### src/rtl/sc_ifu.sv
// sc_ifu: instruction fetch unit for the single-cycle MIPS core.
// Holds the PC, fetches one instruction per commit over a req/ack imem port,
// presents it to decode, and computes the next PC from pcsource/ra.
//
// Ports:
//   clock, resetn           clock (rising edge), async active-low reset
//   pcsource[1:0]           next-PC select: 00 pc+4, 01 branch, 10 jr, 11 j/jal
//   ra[31:0]                rs value for jr
//   commit                  current instruction finished; pcsource/ra valid
//   imem_req, imem_addr     fetch request (held until ack), fetch address (= pc)
//   imem_rdata, imem_ack    instruction word, one-cycle completion strobe
//   pc, pc4                 current instruction address, pc + 4 (combinational)
//   inst, inst_valid        fetched instruction and its valid flag
//   fetch_err               sticky ack-timeout flag
//   misalign                sticky misaligned-jr flag (trap build only)
//
// Build option: define IFU_MISALIGN_TRAP_EN to redirect misaligned jr targets
// to TRAP_PC and raise misalign; otherwise jr clears ra[1:0] and misalign is 0.
module sc_ifu #(
  parameter logic [31:0] RESET_PC = 32'h0000_0000,
  parameter logic [31:0] TRAP_PC  = 32'h0000_0080,
  parameter int unsigned TIMEOUT  = 16
) (
  input  logic        clock,
  input  logic        resetn,
  input  logic [1:0]  pcsource,
  input  logic [31:0] ra,
  input  logic        commit,
  output logic        imem_req,
  output logic [31:0] imem_addr,
  input  logic [31:0] imem_rdata,
  input  logic        imem_ack,
  output logic [31:0] pc,
  output logic [31:0] pc4,
  output logic [31:0] inst,
  output logic        inst_valid,
  output logic        fetch_err,
  output logic        misalign
);

  localparam int unsigned XLEN  = 32;
  localparam int unsigned CNT_W = (TIMEOUT < 2) ? 1 : $clog2(TIMEOUT + 1);

  typedef enum logic [1:0] {
    S_REQ  = 2'd0,
    S_EXEC = 2'd1,
    S_HALT = 2'd2
  } state_e;

  state_e            state_q, state_d;
  logic [XLEN-1:0]   pc_q, pc_d;
  logic [XLEN-1:0]   inst_q, inst_d;
  logic              inst_valid_q, inst_valid_d;
  logic              req_q, req_d;
  logic              fetch_err_q, fetch_err_d;
  logic              misalign_q, misalign_d;
  logic [CNT_W-1:0]  wait_q, wait_d;

  logic [XLEN-1:0]   pc4_c;
  logic [XLEN-1:0]   br_off_c;
  logic [XLEN-1:0]   npc_c;
  logic              trap_c;

  // Next-PC selection; all arithmetic wraps modulo 2^32.
  always_comb begin
    pc4_c    = pc_q + XLEN'(4);
    br_off_c = {{14{inst_q[15]}}, inst_q[15:0], 2'b00};
    trap_c   = 1'b0;
    npc_c    = pc4_c;
    case (pcsource)
      2'b00: npc_c = pc4_c;
      2'b01: npc_c = pc4_c + br_off_c;
      2'b10: npc_c = {ra[31:2], 2'b00};
      2'b11: npc_c = {pc4_c[31:28], inst_q[25:0], 2'b00};
      default: npc_c = pc4_c;
    endcase
`ifdef IFU_MISALIGN_TRAP_EN
    if ((pcsource == 2'b10) && (ra[1:0] != 2'b00)) begin
      npc_c  = TRAP_PC;
      trap_c = 1'b1;
    end
`endif
  end

`ifndef IFU_MISALIGN_TRAP_EN
  // Trap target and low jr bits have no consumer in this build.
  logic unused_trap;
  assign unused_trap = ^{TRAP_PC, ra[1:0]};
`endif

  // Fetch FSM next-state and registered-output logic.
  always_comb begin
    state_d      = state_q;
    pc_d         = pc_q;
    inst_d       = inst_q;
    inst_valid_d = inst_valid_q;
    req_d        = req_q;
    fetch_err_d  = fetch_err_q;
    misalign_d   = misalign_q;
    wait_d       = wait_q;

    case (state_q)
      S_REQ: begin
        req_d = 1'b1;
        // Only an ack to a request actually on the bus is accepted.
        if (req_q && imem_ack) begin
          inst_d       = imem_rdata;
          inst_valid_d = 1'b1;
          wait_d       = '0;
          req_d        = 1'b0;
          state_d      = S_EXEC;
        end else if (req_q && (TIMEOUT != 0)) begin
          wait_d = wait_q + CNT_W'(1);
          if (wait_d == CNT_W'(TIMEOUT)) begin
            fetch_err_d = 1'b1;
            req_d       = 1'b0;
            state_d     = S_HALT;
          end
        end
      end
      S_EXEC: begin
        req_d = 1'b0;
        if (commit) begin
          pc_d         = npc_c;
          inst_valid_d = 1'b0;
          misalign_d   = misalign_q | trap_c;
          req_d        = 1'b1;
          state_d      = S_REQ;
        end
      end
      S_HALT: begin
        req_d        = 1'b0;
        inst_valid_d = 1'b0;
      end
      default: begin
        req_d        = 1'b0;
        inst_valid_d = 1'b0;
        state_d      = S_HALT;
      end
    endcase
  end

  // State and output registers.
  always_ff @(posedge clock or negedge resetn) begin
    if (!resetn) begin
      state_q      <= S_REQ;
      pc_q         <= RESET_PC;
      inst_q       <= '0;
      inst_valid_q <= 1'b0;
      req_q        <= 1'b0;
      fetch_err_q  <= 1'b0;
      misalign_q   <= 1'b0;
      wait_q       <= '0;
    end else begin
      state_q      <= state_d;
      pc_q         <= pc_d;
      inst_q       <= inst_d;
      inst_valid_q <= inst_valid_d;
      req_q        <= req_d;
      fetch_err_q  <= fetch_err_d;
      misalign_q   <= misalign_d;
      wait_q       <= wait_d;
    end
  end

  assign imem_req   = req_q;
  assign imem_addr  = pc_q;
  assign pc         = pc_q;
  assign pc4        = pc4_c;
  assign inst       = inst_q;
  assign inst_valid = inst_valid_q;
  assign fetch_err  = fetch_err_q;
  assign misalign   = misalign_q;

endmodule

### config.mk
export PLATFORM = sky130hd
export DESIGN_NAME = sc_ifu
export DESIGN_NICKNAME = d
export VERILOG_FILES = /design/src/rtl/sc_ifu.sv
export SDC_FILE = /design/constraint.sdc
export NUM_CORES = 1
export LEC_CHECK = 0
export BUFFER_PORTS_ARGS = -buffer_cell sky130_fd_sc_hd__buf_4
export CAP_MARGIN = 5
export CELL_PAD_IN_SITES_DETAIL_PLACEMENT = 0
export CELL_PAD_IN_SITES_GLOBAL_PLACEMENT = 2
export CORE_MARGIN = 5
export CORE_UTILIZATION = 32
export CTS_BUF_LIST = sky130_fd_sc_hd__clkbuf_8 sky130_fd_sc_hd__clkbuf_16
export CTS_CLUSTER_DIAMETER = 30
export DETAILED_ROUTE_END_ITERATION = 6
export GPL_TIMING_DRIVEN = 1
export PLACE_DENSITY_LB_ADDON = 0.1
export SLEW_MARGIN = 20
export SYNTH_ARGS = -nofsm -noshare
export SYNTH_HDL_FRONTEND = slang
export SYNTH_SLANG_ARGS = --single-unit
### constraint.sdc
create_clock -name clock -period 6.3 [get_ports clock]
set_clock_uncertainty 0.1 [all_clocks]
set_input_delay 0.315 -clock clock [delete_from_list [all_inputs] [get_ports clock]]
set_output_delay 0.315 -clock clock [all_outputs]
set_load 0.01 [all_outputs]
==> results.md, run 1 <==
- Status: finished clean
- I/O pins: 202
- Final wirelength: 20.23 mm
- Post-synth EDFFs: 0
- DRT Pass-1 Iters: 6
- Die area: 21620 µm²
- Max H-tree Level: 3
- ANT cells: 0
- Initial antenna violation count: 0
- Fin area: 7804 µm²
- Ranking of synthesized cells by area: dfrtp_1 (30%), ha_1 (7.5%), mux2_2 (6.4%)
- CTS Hold Bufs: 1
- Met3 Use GR: 0.04904
- Final HPWL DP: 15.15 mm
- Met2 Use GR: 0.3123
- Main combinational cell family by area after synthesis: compound AO/OA/AOI/OAI gates
- Synth cell types: a little under 70
- Fraction of layout instances using a drive strength above 1: 0.3329
- Max FO, Critical Path: 6
- Critical path arrival: 4.70 ns
- Core area: 18580 µm²
- Chip Width: 147.0 µm
- Post-CTS sizing: 0
- Synth Area in Compound Gates: 0.1653
- Routed Antenna Nets: 0
- Endpoints failing setup: 0
- Worst-path clk slew: 0.07 ns
- DIE HEIGHT: 147.0 µm
- Peak supply drop: 0.2383 mV
- Ys Warns: 0
- Latest clock arrival within the worst-skew pair: 0.34 ns
- Req. time, crit path: 6.43 ns
- Clock root cell: clkbuf_16
- DR iter-0 viols: 264
- Tcrit/Tclk final: 0.7246
- Fillers: 1863
- Final Util: 0.4200
- Placed cells: 1039
- DR DRC count: 0
- Syn Area/Cell: between 9 and 10 µm²
- Max Slew Vio Count: 0
- Max Fclk: 0.2191 GHz
- Area delta synth->final: 29.88%
- Starting Density: 0.3234
- #FFs+latches synth: 72
- Commonest non-fill, non-tap cell in the layout: buf_4
- Rows: 50
- Highest-count cells in the layout ignoring fill and taps: buf_4 (195), nand2_1 (72), dfrtp_1 (72)
- Max Cap Viol: 0
- Largest net degree at the start of global routing: 46
- Leakage power: 3.708 nW
- PD cells: 614.2 nW/µm²
- Tot GR Track Use: 0.1845
- TritonCTS clock tree: yes
- Worst-margin pin slew: 0.8876 ns
- IO buf count: 192
- Critical path class: flip-flop to flip-flop
- Fin Setup TNS: 0 ns
- RSZ-0062 raised after global routing: false
- GR peak layer: met2
- Nets: 925
- Worst reg-to-reg setup slack: 1.74 ns
- Startpoint Class: flip-flop
- Overflow after GRT: 0
- Clock Tree Buf Depth: 2
- Synth Area in Adders: 0.07830
- Routed len/inst: 19.14 µm
- Post-synthesis xor/xnor area fraction: 0.07122
- Routing usage on met1: 0.2391
- Post-Syn Area: 6008 µm²
- Relative slew slack: 0.4082
- Sequential fraction of the synthesis area: 0.2999
- Register area: approximately 1800 µm²
- Synth Instances: 664
- Tmin final: ~4.6 ns
- Synth top area share: 0.2999
- Post-synthesis simple-gate area fraction: 0.1643
- Global placement routability congestion: slightly above 0.8
- Worst hold path type: input port to flip-flop
- Async set-reset flop share out of synthesis: 1.000
- Post-DP Area: approximately 7400 µm²
- Final Non-Filler Cells: 1057
- Post-synth top flop: dfrtp_1
- Crit. End Element: flip-flop
- Setup bufs post-CTS: 0
- Routed vias/inst: about 5.2
- Number of buffers created by CTS: 9
- Post-synth top area cell: dfrtp_1
- Vias in the first global route: 5729
- Multi-input gate area: 3791 µm²
- Final Hold Viols: 0
- First-pass GRT wire length: around 32 mm
- Mux cell area share after synthesis: 0.1458
- Clk sinks: 72
- Via count: 5499
## critical path: stages (launching register included)
cell	delay (ns)
dfrtp_1	0.49
ha_1	0.28
nand2_1	0.15
nor2_1	0.35
nand2_1	0.14
nor2_1	0.43
nand2_1	0.13
xnor2_1	0.29
ha_1	0.32
o211ai_1	0.11
a31oi_1	0.06
a211o_1	0.31
o41ai_2	0.52
xnor2_1	0.16
mux4_2	0.49
nand2_1	0.08
nand2_1	0.05
## final timing paths
check                                          from                   endpoint  cells past startpoint
max                        imem_addr[2]$_DFFE_PN0P_  imem_addr[23]$_DFFE_PN0P_                     16
min                                          commit     inst_valid$_DFFE_PN0P_                      2
max reg2reg                imem_addr[2]$_DFFE_PN0P_  imem_addr[23]$_DFFE_PN0P_                     16
min reg2reg                   fetch_err$_DFFE_PN0P_      fetch_err$_DFFE_PN0P_                      1
max in group asynchronous                    resetn        inst[2]$_DFFE_PN0P_                      3
min in group asynchronous                    resetn       inst[16]$_DFFE_PN0P_                      2
## layer usage
layer  up-vias  wire [µm]
met5         -          0
met4         0        187
met3        12       1312
met2       163       9589
met1      2658       9142
li1       2666          -
## kinds of logic (layout without fill, tap and decap cells)
family                   Yosys count  after routing
AND/OR/NAND/NOR                  201            201
AO/OA/AOI/OAI                    159            159
buffers and inverters             79            232
flip-flops                        72             72
multiplexers                      67             67
XOR/XNOR                          48             48
adder cells (fa/ha/maj)           37             37
other                              1              7
## registers in the layout, summed over array words and instances, names as in the netlist
register and count:
imem_addr 30, inst 32, fetch_err 1, inst_valid 1, imem_req 1, state_q 2, wait_q 5
## final cells by class
cell class,count,share of cell area
clock buffers,9,0.02886
clock inverters,7,0.01539
repair buffers,197,0.1924
well taps,234,0.03752
multi-input cells,519,0.4858
inverters,19,0.009139
flip-flops and latches,72,0.2309
## Yosys cell counts, types with 18 or more instances
library cell and count:
clkbuf_1 18, dfrtp_1 72, a21oi_1 55, inv_1 18
buf_4 38, mux2i_1 20, nand2_1 72, nor3_1 18
nor2_1 48, ha_1 36, xnor2_1 28, mux2_2 34
xor2_1 19, o21ai_0 33
## where the power goes
group | switching (mW) | leakage (nW) | internal, mW
Clock | 0.229 | 0.166 | 0.388
Sequential | 0.356 | 0.872 | 0.687
Combinational | 1.62 | 2.67 | 1.52
## metrics by stage
step                setup WS, ns  hold WS, ns  total power, mW
global placement           1.778       0.1723            4.156
finish                     1.735      0.06283            4.793
detailed placement         1.709       0.1684            4.186
global route               1.375      0.05903            5.224
CTS                        1.689      0.04988            4.831
floorplan                  2.468     -0.08059            3.103
Note: power is estimated with default switching activity, not from simulation.
==> inputs of run 2 (changes only) <==
--- a/config.mk
+++ b/config.mk
@@ -5,12 +5,13 @@
 export SDC_FILE = /design/constraint.sdc
 export NUM_CORES = 1
 export LEC_CHECK = 0
+export ABC_AREA = 1
 export BUFFER_PORTS_ARGS = -buffer_cell sky130_fd_sc_hd__buf_4
 export CAP_MARGIN = 5
 export CELL_PAD_IN_SITES_DETAIL_PLACEMENT = 0
 export CELL_PAD_IN_SITES_GLOBAL_PLACEMENT = 2
 export CORE_MARGIN = 5
-export CORE_UTILIZATION = 32
+export CORE_UTILIZATION = 28
 export CTS_BUF_LIST = sky130_fd_sc_hd__clkbuf_8 sky130_fd_sc_hd__clkbuf_16
 export CTS_CLUSTER_DIAMETER = 30
 export DETAILED_ROUTE_END_ITERATION = 6
==> constraint.sdc (replaced) <==
create_clock -name clock -period 4.3 [get_ports clock]
set_clock_uncertainty 0.1 [all_clocks]
set_input_delay 0.215 -clock clock [delete_from_list [all_inputs] [get_ports clock]]
set_output_delay 0.215 -clock clock [all_outputs]
set_load 0.01 [all_outputs]
==> results.md, run 2 <==
- Pwr Total: 2.039 mW (-57%)
- Critical path class: flip-flop to flip-flop
- IO buf count: 192 (unchanged)
- Ranking of synthesized cells by area: dfrtp_1 (26%), nand2_1 (18%), inv_1 (8.4%)
- Slowest library cell on the worst path: dfrtp_1
- Worst path max stage delay: 0.47 ns (-0.05 ns)
- Status: finished clean
- Final Hold Viols: 0 (unchanged)
- Max FO, Critical Path: 5 (-1)
- Worst-path clk slew: 0.08 ns (about the same)
- Post-synth top area cell: dfrtp_1
- Async set-reset flop share out of synthesis: 1.000 (unchanged)
- Cell mode on critical path: nand2_1
- Post-DP Area: 8496 µm² (+14%)
- Clk sinks: 72 (unchanged)
- DR DRC count: 0 (unchanged)
- Global placement routability congestion: 0.8259 (-0.55%)
- Post-CTS sizing: 0 (unchanged)
- Worst hold path type: input port to flip-flop
- Ys Warns: 0 (unchanged)
- Latest clock arrival within the worst-skew pair: 0.36 ns (+0.02 ns)
- Post-synth EDFFs: 0 (unchanged)
- Initial antenna violation count: 0 (unchanged)
- Starting Density: 0.2843 (-0.03910)
- Commonest non-fill, non-tap cell in the layout: nand2_1
- RSZ-0062 raised after global routing: false
- Clk pwr share: 0.384 (+0.255)
- Largest net degree at the start of global routing: 45 (-2.2%)
- Clock root cell: clkbuf_16
- Endpoints failing setup: 0 (unchanged)
- Critical path arrival: 3.95 ns (-0.75 ns)
- Crit. End Element: flip-flop
- Placed cells: 1546 (+49%)
- Via count: 7429 (+35%)
- Chip Width: 166.9 µm (+14%)
- Max H-tree Level: 3 (unchanged)
- Max Fclk: 0.2639 GHz (+20%)
- Final HPWL DP: 23.84 mm (+57%)
- Setup bufs post-CTS: 0 (unchanged)
- Fin area: 9102 µm² (+17%)
- Routed Antenna Nets: 0 (unchanged)
- Switching Fraction: 0.3513 (-0.1083)
- ANT cells: 0 (unchanged)
- CP top delay family: simple AND/OR/NAND/NOR gates
- Largest register FFs: 32 (unchanged)
- Highest-count cells in the layout ignoring fill and taps: nand2_1 (339), buf_4 (204), inv_1 (155)
- Max Cap Viol: 0 (unchanged)
- First-pass GRT wire length: 44.75 mm (+40%)
- Post-Syn Area: 6893 µm² (+15%)
- Sequential fraction of the synthesis area: 0.2614 (-0.03848)
- Fraction of layout instances using a drive strength above 1: 0.2214 (-0.1115)
- Number of buffers created by CTS: 9 (unchanged)
- Vias in the first global route: 7503 (+31%)
- Leakage power: 5.120 nW (+38%)
- TritonCTS clock tree: yes
- DR iter-0 viols: 410 (+55%)
- Synth Instances: 1066 (+61%)
- Nets: 1371 (+48%)
- Max Slew Vio Count: 0 (unchanged)
- Fin Setup TNS: 0 ns (unchanged)
- Routed vias/inst: 4.664 (-10%)
- PD cells: 224.0 nW/µm² (-64%)
- Area delta synth->final: 32.06%
- P_int: 1.322 mW (-49%)
- Crit path buf inv count: 2 (+2)
- DRT Pass-1 Iters: 7 (+1)
- Net Sw Power: 716.2 µW (-67%)
- Rows: 57 (+14%)
- CTS Hold Bufs: 31 (+30)
- Overflow after GRT: 0 (unchanged)
- Tmin final: 3.790 ns (-0.7751 ns)
- Relative slew slack: 0.3898 (-0.01843)
- Synth top area share: 0.2614 (-0.03848)
- I/O pins: 202 (unchanged)
- DIE HEIGHT: 166.9 µm (+14%)
- Core area: 24250 µm² (+31%)
- Peak supply drop: 0.1657 mV (-30%)
- Startpoint Class: flip-flop
- Final Non-Filler Cells: 1593 (+51%)
- Die area: 27860 µm² (+29%)
- Most common cell in the synthesized netlist: nand2_1
- Post-synth top cells: nand2_1 (339), inv_1 (155), nor2_1 (81), nand3_1 (73), dfrtp_1 (72)
- Tot GR Track Use: 0.2068 (+0.02231)
- #FFs+latches synth: 72 (unchanged)
- Req. time, crit path: 4.46 ns (-1.97 ns)
- CP cell instances: ha_1, nand2_1, nor2_1, nand2_1, nor2_2, nand2_1, o21ai_1, inv_1, ha_1, nand2_1, inv_1, nand2_1, nor2_1, nand3_1, nand3_1, nand2_1, nand3_1, o21ai_0, nand2_1, nand2_1
- Worst-margin pin slew: 0.9153 ns (+0.02764 ns)
- Combinational share of power: 0.261 (-0.393)
- Synth cell types: 46 (-33%)
- Syn Area/Cell: 6.466 µm² (-29%)
- Reg power frac: 0.355 (+0.138)
- Post-synth top flop: dfrtp_1
- Final wirelength: 29.20 mm (+44%)
- Clock Tree Buf Depth: 2 (unchanged)
- Tcrit/Tclk final: 0.8813 (+0.1568)
- Routed len/inst: 18.33 µm (-4.2%)
==> run 2: cell types whose count changed after synthesis, sizes merged, moves of 11 or more <==
cell   before  now
nand2      72  349
inv        19  158
nand3      18   74
nor2       49   92
xnor2      29    5
mux2i      20    0
and3       13    0
mux4       13    0
nand4       7   18
==> run 2: cells by family after synthesis <==
kind of cell / synth area share
fa+ha+maj: 0.06825
flops: 0.2614
xor+xnor: 0.02650
other cells: 0.0005440
compound gates: 0.1109
buf+inv: 0.1387
mux: 0.04738
simple gates: 0.3463
==> run 2: stage by stage <==
step                      setup WS [ns]  hold WS [ns]  utilization
after floorplan                   1.425       -0.1806            -
after global placement           0.5004        0.1959       0.3504
after detailed placement         0.4905        0.1906       0.3504
after CTS                        0.4645      0.004117       0.3754
after global routing             0.1729       0.03641       0.3754
final                            0.5103      0.008769       0.3754
==> run 2: cell type report <==
| type | count | area, µm² |
|---|---|---|
| repair buffers | 235 | 1842 |
| flip-flops and latches | 72 | 1802 |
| well taps | 324 | 405.4 |
| clock buffers | 9 | 225.2 |
| fillers | 2718 | 15150 |
| clock inverters | 7 | 71.32 |
| inverters | 159 | 596.8 |
| multi-input cells | 787 | 4160 |
==> run 2: metal layers <==
metal | vias to the layer above | track usage | routed length, µm
met5 | - | 0 | 0
met4 | 0 | 0.04945 | 583
met3 | 24 | 0.04930 | 1879
met2 | 227 | 0.3445 | 13530
met1 | 3392 | 0.2716 | 13210
li1 | 3786 | - | -
==> run 2: worst paths after layout <==
kind	from	to	slack [ns]	depth (start not counted)
max	imem_addr[2]$_DFFE_PN0P_	imem_addr[22]$_DFFE_PN0P_	0.51	20
max in group asynchronous	resetn	inst[8]$_DFFE_PN0P_	2.85	3
max reg2reg	imem_addr[2]$_DFFE_PN0P_	imem_addr[22]$_DFFE_PN0P_	0.51	20
min in group asynchronous	resetn	inst[14]$_DFFE_PN0P_	0.33	2
min	imem_rdata[15]	inst[15]$_DFFE_PN0P_	0.009	3
min reg2reg	fetch_err$_DFFE_PN0P_	fetch_err$_DFFE_PN0P_	0.38	1
==> run 2: power groups by stage <==
stage          sequential (mW)  combinational (mW)  clock, mW
6_report                 0.723               0.533      0.783
3_5_place_dp             0.736               0.517          0
2_1_floorplan            0.735               0.286          0
5_1_grt                  0.727               0.598      0.833
3_3_place_gp             0.736               0.518          0
4_1_cts                  0.723               0.542      0.806
==> run 2: worst min-delay path, stage by stage <==
cell and delay [ns]:
buf_4 0.08, nor2_1 0.03, a21oi_1 0.10
==> inputs of run 3 (changes only) <==
--- a/config.mk
+++ b/config.mk
@@ -17,6 +17,7 @@
 export DETAILED_ROUTE_END_ITERATION = 6
 export GPL_TIMING_DRIVEN = 1
 export PLACE_DENSITY_LB_ADDON = 0.1
+export RECOVER_POWER = 50
 export SLEW_MARGIN = 20
 export SYNTH_ARGS = -nofsm -noshare
 export SYNTH_HDL_FRONTEND = slang
==> results.md, run 3 (same netlist as run 2, synthesis figures left out) <==
- Failing checks: max-capacitance violations, max-slew violations
- DIE HEIGHT: 166.9 µm (unchanged)
- Worst-path clk slew: 0.08 ns (about the same)
- Final Non-Filler Cells: 1593 (unchanged)
- Peak supply drop: 0.1660 mV (+0.17%)
- Max Fclk: 0.2618 GHz (-0.77%)
- Fraction of layout instances using a drive strength above 1: 0.1481 (-0.07329)
- RSZ-0062 raised after global routing: false
- Critical path arrival: 3.98 ns (+0.03 ns)
- TritonCTS clock tree: yes
- Area delta synth->final: 26.99%
- Pre-CTS worst setup slack: 0.4905 ns (unchanged)
- Largest net degree at the start of global routing: 45 (unchanged)
- DR DRC count: 0 (unchanged)
- Fin Setup TNS: 0 ns (unchanged)
- Worst-margin pin slew: 2.768 ns (+1.853 ns)
- Clock root cell: clkbuf_16
- Max FO, Critical Path: 5 (unchanged)
- Max Cap Viol: 1 (+1)
- PD cells: 230.1 nW/µm² (+2.7%)
- Endpoints failing setup: 0 (unchanged)
- Reg power frac: 0.358 (+0.003)
- Starting Density: 0.2843 (unchanged)
- Clock Tree Buf Depth: 2 (unchanged)
- Startpoint Class: flip-flop
- Via count: 7462 (+0.44%)
- ANT cells: 0 (unchanged)
- Final Hold Viols: 0 (unchanged)
- Chip Width: 166.9 µm (unchanged)
- Rows: 57 (unchanged)
- Critical path class: flip-flop to flip-flop
- Tmin final: 3.819 ns (+0.02956 ns)
- Setup WS post-layout: 0.4807 ns (-0.02956 ns)
- Final wirelength: 29.23 mm (+0.13%)
- Relative slew slack: -0.8455 (-1.235)
- Multi-input gate area: 4160 µm² (unchanged)
- Core area: 24250 µm² (unchanged)
- Clk sinks: 72 (unchanged)
- Leakage power: 4.745 nW (-7.3%)
- Highest-count cells in the layout ignoring fill and taps: nand2_1 (339), inv_1 (155), buf_4 (111)
- Nets: 1371 (unchanged)
- First-pass GRT wire length: 44.75 mm (unchanged)
- DRT Pass-1 Iters: 5 (-2)
- DR iter-0 viols: 410 (unchanged)
- Combinational share of power: 0.253 (-0.008)
- Max Slew Vio Count: 44 (+44)
- Tcrit/Tclk final: 0.8882 (+0.006874)
- Routed len/inst: 18.35 µm (+0.13%)
- Initial antenna violation count: 0 (unchanged)
- Clk pwr share: 0.389 (+0.005)
- Overflow after GRT: 0 (unchanged)
- Switching Fraction: 0.3553 (+0.004028)
- Crit. End Element: flip-flop
- Vias in the first global route: 7503 (unchanged)
- Number of buffers created by CTS: 9 (unchanged)
- Fillers: 2800 (+3.0%)
- P_int: 1.298 mW (-1.8%)
- Routed vias/inst: 4.684 (+0.44%)
- Commonest non-fill, non-tap cell in the layout: nand2_1
- Global placement routability congestion: 0.8259 (unchanged)
- Die area: 27860 µm² (unchanged)
- IO buf count: 192 (unchanged)
- Largest register FFs: 32 (unchanged)
- Worst hold path type: input port to flip-flop
- Net Sw Power: 715.7 µW (about the same)
- Register area: 1802 µm² (unchanged)
- Routed Antenna Nets: 0 (unchanged)
- Placed cells: 1546 (unchanged)
- I/O pins: 202 (unchanged)
- Final HPWL DP: 23.84 mm (unchanged)
- Latest clock arrival within the worst-skew pair: 0.36 ns (about the same)
- Tot GR Track Use: 0.2068 (unchanged)
- Max H-tree Level: 3 (unchanged)
- Status: complete, but fails checks
- Req. time, crit path: 4.46 ns (about the same)
[run 3: worst paths after layout]
path / from / endpoint / slack (ns) / cells after the start
setup / recovery: imem_addr[2]$_DFFE_PN0P_ / imem_addr[22]$_DFFE_PN0P_ / 0.48 / 20
hold / removal: imem_rdata[15] / inst[15]$_DFFE_PN0P_ / 0.009 / 3
setup reg to reg: imem_addr[2]$_DFFE_PN0P_ / imem_addr[22]$_DFFE_PN0P_ / 0.48 / 20
hold reg to reg: fetch_err$_DFFE_PN0P_ / fetch_err$_DFFE_PN0P_ / 0.37 / 1
max in group asynchronous: resetn / inst[8]$_DFFE_PN0P_ / 1.29 / 3
min in group asynchronous: resetn / inst[14]$_DFFE_PN0P_ / 1.18 / 2
[run 3: critical path: stages, from the launching register on]
cell and delay (ns):
dfrtp_1 0.46, ha_1 0.36, nand2_1 0.11, nor2_1 0.25, nand2_1 0.16, nor2_2 0.20, nand2_1 0.10, o21ai_1 0.22
inv_1 0.13, ha_1 0.36, nand2_1 0.10, inv_1 0.08, nand2_1 0.14, nor2_1 0.20, nand3_1 0.19, nand3_1 0.13
nand2_1 0.05, nand3_1 0.12, o21ai_0 0.13, nand2_1 0.08, nand2_1 0.04
[run 3: per-layer routing]
metal / part of all wire / track usage / wire, µm
met1: 0.45 / 0.2716 / 13300
met5: 0 / 0 / 0
met4: 0.020 / 0.04945 / 586
met3: 0.062 / 0.04930 / 1803
met2: 0.46 / 0.3445 / 13540
[run 3: per-stage QoR]
stage	power [mW]	cell area [µm²]	hold slack, ns	util
global placement	1.254	8496	0.1959	0.3504
detailed placement	1.253	8496	0.1906	0.3504
CTS	2.071	9102	0.004117	0.3754
floorplan	1.021	6915	-0.1806	-
finish	2.014	8753	0.008550	0.3610
global route	2.133	8753	0.03641	0.3610
[run 3: area by class of cell]
type	count	share of cell area
inverters	159	0.06818
multi-input cells	787	0.4753
well taps	324	0.04631
flip-flops and latches	72	0.2058
repair buffers	235	0.1705
clock inverters	7	0.008148
clock buffers	9	0.02573
[run 3: power groups by stage]
stage | logic (mW) | registers (mW) | clock network (mW)
finish | 0.509 | 0.722 | 0.783
CTS | 0.542 | 0.723 | 0.806
detailed placement | 0.517 | 0.736 | 0
global route | 0.574 | 0.726 | 0.833
floorplan | 0.286 | 0.735 | 0
global placement | 0.518 | 0.736 | 0
[run 3: what timing repair did]
| action | CTS | global route |
|---|---|---|
| hold endpoints to repair | 72 | 0 |
| setup buffers | 0 | 0 |
| setup endpoints to repair | 0 | 0 |
| resized for setup | 0 | 0 |
| hold buffers | 31 | 0 |
